$ cat src/rtl/mips_reg_file.sv
// rtl/mips_reg_file.sv - 32x32 MIPS register file, 2 comb read ports, 1 sync write port (option: REGFILE_WR_BYPASS_EN)
module mips_reg_file #(
    parameter int unsigned          DATA_W    = 32,
    parameter int unsigned          ADDR_W    = 5,
    parameter logic [DATA_W-1:0]    RESET_VAL = '0
) (
    input  logic              clk,
    input  logic              rst_n,
    input  logic [ADDR_W-1:0] rd_addr1,
    output logic [DATA_W-1:0] rd_data1,
    input  logic [ADDR_W-1:0] rd_addr2,
    output logic [DATA_W-1:0] rd_data2,
    input  logic              wr_en,
    input  logic [ADDR_W-1:0] wr_addr,
    input  logic [DATA_W-1:0] wr_data,
    input  logic [ADDR_W-1:0] dbg_addr,
    output logic [DATA_W-1:0] dbg_data
);

    localparam int unsigned NUM_REGS = 2 ** ADDR_W;

    logic [DATA_W-1:0]   regs_q [NUM_REGS];
    logic [DATA_W-1:0]   regs_d [NUM_REGS];
    logic [NUM_REGS-1:0] wr_sel;
    logic                byp_ok;

    // One-hot demux of the write select; nothing is indexed when wr_en is low,
    // so an X address or data cannot leak into the array.
    always_comb begin
        wr_sel = '0;
        if (wr_en) begin
            wr_sel[wr_addr] = 1'b1;
        end
    end

    always_comb begin
        for (int i = 0; i < NUM_REGS; i++) begin
            regs_d[i] = regs_q[i];
            if (wr_sel[i]) begin
                regs_d[i] = wr_data;
            end
        end
        regs_d[0] = '0;
    end

    always_ff @(posedge clk or negedge rst_n) begin
        if (!rst_n) begin
            regs_q[0] <= '0;
            for (int i = 1; i < NUM_REGS; i++) begin
                regs_q[i] <= RESET_VAL;
            end
        end else begin
            for (int i = 0; i < NUM_REGS; i++) begin
                regs_q[i] <= regs_d[i];
            end
        end
    end

`ifdef REGFILE_WR_BYPASS_EN
    assign byp_ok = rst_n && wr_en && (wr_addr != '0);
`else
    assign byp_ok = 1'b0;
`endif

    always_comb begin
        rd_data1 = regs_q[rd_addr1];
        if (byp_ok && (rd_addr1 == wr_addr)) begin
            rd_data1 = wr_data;
        end
        if (rd_addr1 == '0) begin
            rd_data1 = '0;
        end
    end

    always_comb begin
        rd_data2 = regs_q[rd_addr2];
        if (byp_ok && (rd_addr2 == wr_addr)) begin
            rd_data2 = wr_data;
        end
        if (rd_addr2 == '0) begin
            rd_data2 = '0;
        end
    end

    always_comb begin
        dbg_data = regs_q[dbg_addr];
        if (byp_ok && (dbg_addr == wr_addr)) begin
            dbg_data = wr_data;
        end
        if (dbg_addr == '0) begin
            dbg_data = '0;
        end
    end

endmodule

$ cat config.mk
export PLATFORM = sky130hd
export DESIGN_NAME = mips_reg_file
export DESIGN_NICKNAME = d
export VERILOG_FILES = /design/src/rtl/mips_reg_file.sv
export SDC_FILE = /design/constraint.sdc
export NUM_CORES = 2
export LEC_CHECK = 0
export ABC_CLOCK_PERIOD_IN_PS = 6500
export BUFFER_PORTS_ARGS = -buffer_cell sky130_fd_sc_hd__buf_2
export CORE_AREA = 2 2 391 296
export CTS_CLUSTER_DIAMETER = 30
export DETAILED_ROUTE_END_ITERATION = 10
export DIE_AREA = 0 0 393 298
export PLACE_DENSITY = 0.71
export SYNTH_ARGS = -nofsm -noshare
export SYNTH_HDL_FRONTEND = slang
export SYNTH_SLANG_ARGS = --single-unit
$ cat constraint.sdc
create_clock -name clk -period 6.5 [get_ports clk]
set_input_delay 0.975 -clock clk [delete_from_list [all_inputs] [get_ports clk]]
set_output_delay 0.975 -clock clk [all_outputs]
set_load 0.01 [all_outputs]
# Yosys cells after proc, flatten, opt, wreduce, memory -nomap -nowiden
# Cells that the tools add are included.
totals:
  regBits: 992
  inputBits: 55
  elab_cells: 58
classes:
  order_cmp: 5
  n_mux: 15
  bitwise: 3
  reduce_logical: 4
op_table:
  columns: ["op", "count"]
  rows:
  - ["32-bit binary-select mux with 5-bit select", 3]
  - ["32-bit two-way mux", 10]
  - ["6-bit >= comparator (second input constant)", 3]
  - ["5-bit inverter with 6-bit output", 3]
  - ["5-bit zero test", 3]
  - ["5-bit by 6-bit less-than comparator with 1-bit output (second input constant)", 1]
  - ["1-bit demux with 5-bit select", 1]
  - ["5-bit by 1-bit >= comparator with 1-bit output (second input constant)", 1]
  - ["1-bit logical AND", 1]
  - ["1-bit two-way mux", 1]

# Depth between registers and ports, before layout
logic_depth:
  ltp_word: 5
  depth_mapped: 9

# Worst setup path after synthesis
# No wires, ideal clock.
synth_path:
  path_type: "in2out"
  from: "input port rd_addr2[0]"
  to: "output port rd_data2[11]"
  t_arrival_ns: 2.480
  required_time_ns: 5.525
  setup_slack_ns: 3.045
  cell_stages: 7
  path_buffers: 3
  cell_sequence: "buf_4 buf_6 buf_2 mux4_2 mux2i_1 o22a_1 o221ai_1"
synth_between:
  elab_chain_cells: 5
  word_cells_on_any_way: 6
  classes_between: "4 x mux; 1 x bitwise; 1 x reduce/logical"
synth_rtl:
  columns: ["element", "line_no", "text"]
  rows:
  - ["from (decl)", "11", "input logic [ADDR_W-1:0] rd_addr2,"]
  - ["5-bit inverter with 6-bit output (not written as such)", "76", "rd_data2 = regs_q[rd_addr2];"]
  - ["32-bit binary-select mux with 5-bit select", "76", null]
  - ["32-bit two-way mux (not written as such) (2 in series)", "76", null]
  - ["32-bit two-way mux (*)", "80", "if (rd_addr2 == '0) begin"]
  - ["to (decl)", "12", "output logic [DATA_W-1:0] rd_data2,"]
# Every way passes the cells marked *; elsewhere a longest branch is shown, timed or not. The select of a mux whose other input is x is not followed.

# Worst setup path in the final report
layout_path:
  from: "input port rd_addr1[1]"
  to: "output port rd_data1[26]"
layout_between:
  elab_chain_cells: 5
  word_cells_on_any_way: 6
  classes_between: "4 x mux; 1 x bitwise; 1 x reduce/logical"
layout_rtl:
  columns: ["element", "line_no", "text"]
  rows:
  - ["from (decl)", "9", "input logic [ADDR_W-1:0] rd_addr1,"]
  - ["5-bit inverter with 6-bit output (not written as such)", "66", "rd_data1 = regs_q[rd_addr1];"]
  - ["32-bit binary-select mux with 5-bit select", "66", null]
  - ["32-bit two-way mux (not written as such) (2 in series)", "66", null]
  - ["32-bit two-way mux (*)", "70", "if (rd_addr1 == '0) begin"]
  - ["to (decl)", "10", "output logic [DATA_W-1:0] rd_data1,"]
# Marks and branches as above.

==> run summary <==
The biggest area contributor in the post-synthesis netlist is sky130_fd_sc_hd__dfrtp_1. The maximum operating frequency was 0.200 GHz. For this run, the leading register cell type out of synthesis is sky130_fd_sc_hd__dfrtp_1. More flip-flops sit in one register than any other, and that register is regs_q. Capture point of the worst path: rd_data1[26]. The congestion estimate from routability-driven global placement came to 0.895. The worst setup path is captured at an output pin.

The gate count of the mapped netlist is 4345, and the via-per-instance ratio is 7.36. For the finished layout, the period the worst path requires is 5000 ps. The tree is rooted in a sky130_fd_sc_hd__clkbuf_16. The startpoint identified for the worst register-to-register timing path is regs_q[954]. The tools report the sequential-to-total area share from yosys stat as 0.401.

Async set-reset flop share out of synthesis: 1.00. The run finished with clean final reports. The final number of setup-violating endpoints was 0. The number of cells on the worst reg-to-reg path is 1, and the detail-routed net length per standard cell is 36.1 um. For this design, the slowest cell found on the critical path is sky130_fd_sc_hd__a2111oi_0.

The global router's overall resource usage came out at 0.373. In this run, placement finished with an instance count of 5640. The count of unresolved DRC violations after routing is 0, and the number of buffers and inverters on the critical path is 3. After synthesis, the cell types taking the most area are sky130_fd_sc_hd__dfrtp_1, sky130_fd_sc_hd__mux4_2, sky130_fd_sc_hd__mux2_2. Across the run, the number of max-cap violations was 0.

The horizontal die dimension works out to 393 um. The run gives 44327 as the number of global-route vias before repair. The critical path starts at rd_addr1[1]. The detail route stage leaves a number of antenna-violating nets equal to 0.

The logs give 0 for the number of pins exceeding their max-slew limit in the final report and 0 ps for the clock tree skew after final layout. Distinct cell type count of the synthesized netlist: 47. By count the netlist is led by sky130_fd_sc_hd__mux2_2, sky130_fd_sc_hd__dfrtp_1, sky130_fd_sc_hd__mux4_2.

The wire-length estimate of the detail-placed layout is 125 mm. STA classifies the critical path startpoint as an input pin. Fill cells in the final layout number 8266. Setup repair after global routing left no endpoint under its margin. The internal reg-to-reg setup slack is 5610 ps, and the flip-flop count of the largest register, all copies and words added is 992. Counting every net in the synthesized netlist gives 4400. The logs give 151 for the top-level I/O count and 169 for the maximum number of pins on one net before global-route repair.

For the layout net count, the log shows 4365. Along the worst path, the maximum fanout reaches 32. The mapped netlist covers 61900 um2. The logs give 107 for the floorplan row count and 5520 ps for the critical path required time. Traced cell by cell, the critical path runs through buf_8, buf_4, mux2i_1, o22ai_1, a2111oi_0, nor4_1, buf_2.

For this block, the routed nets add up to 217 mm of wire. CTS saw 992 sinks. The maximum vdd ir drop came out at 0.000261 V. The final worst-path cycle share was 0.769; the number of DRC violations after detailed-routing iteration 0 was 6253. The power density of the placed cells was 344 nW/um2; the setup fix buffers added after clock tree synthesis was 0. Kind of cell adding the most delay to the critical path: buffers and inverters. For this run, the number of standard cells in the final layout without fillers is 6027. The max-slew headroom at the worst pin came out at 0.101. The fraction of synthesized cell area taken by the top area cell type is 0.401, and the setup slack of the critical path after layout is 1500 ps.

Die span in y: 298 um. Post-synthesis average cell area: 14.2 um2. The logs give 0 for the number of warnings issued by yosys and 20 for the number of antenna violations at the first check in global routing.

Number of endpoints with negative hold slack in the final report: 0. Setup total negative slack on the finished layout was measured at 0 ps. TritonCTS created 194 clock buffers. The class of the tightest hold or removal check is input pin to async pin. The critical path start-end classification was input pin to output pin. The number of enable-type register cells in the synthesized netlist was 0; the buffer depth of the longest clock path was 3.

In the final layout, the registers with the most flip-flops are regs_q (992). On the final layout, the worst hold slack is 233 ps. First-pass GRT wire length: 316 mm. For the pin with the worst max-slew slack, the measured transition is 1350 ps. The clock edge transition at the registers on the reported setup and hold paths came out at 50 ps. Synthesis inferred 992 register bits. Endpoint of the most critical register-to-register path: regs_q[954]. The insertion delay of the later-clocked pin in the worst-skew pair is 790 ps. The final route contains 44388 vias. Counting buffers and inverters, the worst setup path is 7 cells deep. The pre-antenna-repair detailed-routing pass consisted of 5 iterations.

Buffers inserted to repair hold after CTS numbered 0. Most common cell in the synthesized netlist: sky130_fd_sc_hd__mux2_2. Post-CTS repair changed the size of 0 cells. In this run the static leakage power is 30.0 nW. The starting density of the core was 0.547; the endpoint arrival time on the critical path was 4020 ps. TritonCTS built the clock tree. The total grt overflow is 0. The fraction of final layout cells with drive strength greater than 1 was 0.516; the core region area was 113000 um2.

The die covers 117000 um2. The number of I/O port buffers was 150; the layout-stage area growth over the synthesis result was 13.7%. The count of H-tree levels built during CTS was 4; the post-place setup slack was 1760 ps. Longest individual stage delay on the worst path: 960 ps.
[layout by cell type (no fill, tap or decap), types with 24 or more instances in the layout]
master,netlist,layout
sky130_fd_sc_hd__clkbuf_1,204,26
sky130_fd_sc_hd__buf_2,137,137
sky130_fd_sc_hd__buf_4,40,85
sky130_fd_sc_hd__a2111oi_0,28,28
sky130_fd_sc_hd__o22ai_1,28,28
sky130_fd_sc_hd__clkinvlp_4,0,26
sky130_fd_sc_hd__o31a_1,45,45
sky130_fd_sc_hd__bufinv_16,0,28
sky130_fd_sc_hd__nor2_1,50,34
sky130_fd_sc_hd__nor2b_1,136,129
sky130_fd_sc_hd__nor3_1,47,47
sky130_fd_sc_hd__clkbuf_16,0,197
sky130_fd_sc_hd__a221oi_1,52,52
sky130_fd_sc_hd__nand2_1,62,46
sky130_fd_sc_hd__a22oi_1,68,68
sky130_fd_sc_hd__a21oi_1,40,40
sky130_fd_sc_hd__clkinv_2,0,24
sky130_fd_sc_hd__mux4_2,584,584
sky130_fd_sc_hd__dfrtp_1,992,992
sky130_fd_sc_hd__nand2b_1,34,33
sky130_fd_sc_hd__mux2i_1,387,387
sky130_fd_sc_hd__a211oi_1,38,38
sky130_fd_sc_hd__nand3_1,47,47
sky130_fd_sc_hd__clkbuf_8,0,25
sky130_fd_sc_hd__mux2_2,1079,1079
[cell type report]
class | count | area, um2 | area share
antenna | 23 | 57.6 | 0.000818
clock buffer | 245 | 5330 | 0.0758
clock inverter | 119 | 1550 | 0.0221
inverter | 7 | 26.3 | 0.000373
multi-input combinational | 2863 | 34800 | 0.494
sequential | 992 | 24800 | 0.353
tap | 1526 | 1910 | 0.0271
timing repair buffer | 252 | 1870 | 0.0266
[metrics by stage]
step | utilization | power [mW] | area [um2]
final | 0.622 | 24.2 | 70400
after global routing | 0.622 | 25.0 | 70300
after CTS | 0.621 | 24.1 | 70300
after detailed placement | 0.561 | 13.6 | 63400
after global placement | 0.561 | 13.4 | 63400
after floorplan | - | 12.0 | 61900
[routing by layer]
metal | global-route usage | share of wire | vias up
met4 | 0.164 | 0.048 | 10
met5 | 0.0161 | 0.00024 | -
li1 | - | - | 17201
met1 | 0.521 | 0.39 | 23407
met2 | 0.516 | 0.43 | 3132
met3 | 0.144 | 0.14 | 638
[worst min-delay path by stage]
stage / to / slack (ps) / depth (start not counted)
after global routing: regs_q[474] / 330 / 1
final: regs_q[474] / 230 / 1
after CTS: regs_q[64] / 290 / 1
after detailed placement: regs_q[914] / 530 / 1
after floorplan: regs_q[896] / 510 / 1
after global placement: regs_q[34] / 520 / 1
[kinds of logic after synthesis]
family	count (synthesis)	synth area share
muxes	2050	0.472
DFF	992	0.401
buffers and inverters	490	0.0405
and+or+nand+nor	439	0.0396
AOI/OAI and AO/OA	374	0.0472
[report_power, final]
| group | total (mW) | leakage [nW] | internal [mW] | switching, mW |
|---|---|---|---|---|
| sequential | 8.65 | 12.7 | 7.40 | 1.25 |
| combinational | 5.03 | 14.0 | 2.88 | 2.14 |
| clock | 10.5 | 3.30 | 6.94 | 3.59 |
| total | 24.2 | 30.0 | 17.2 | 6.97 |
(Power assumes the default switching activity.)
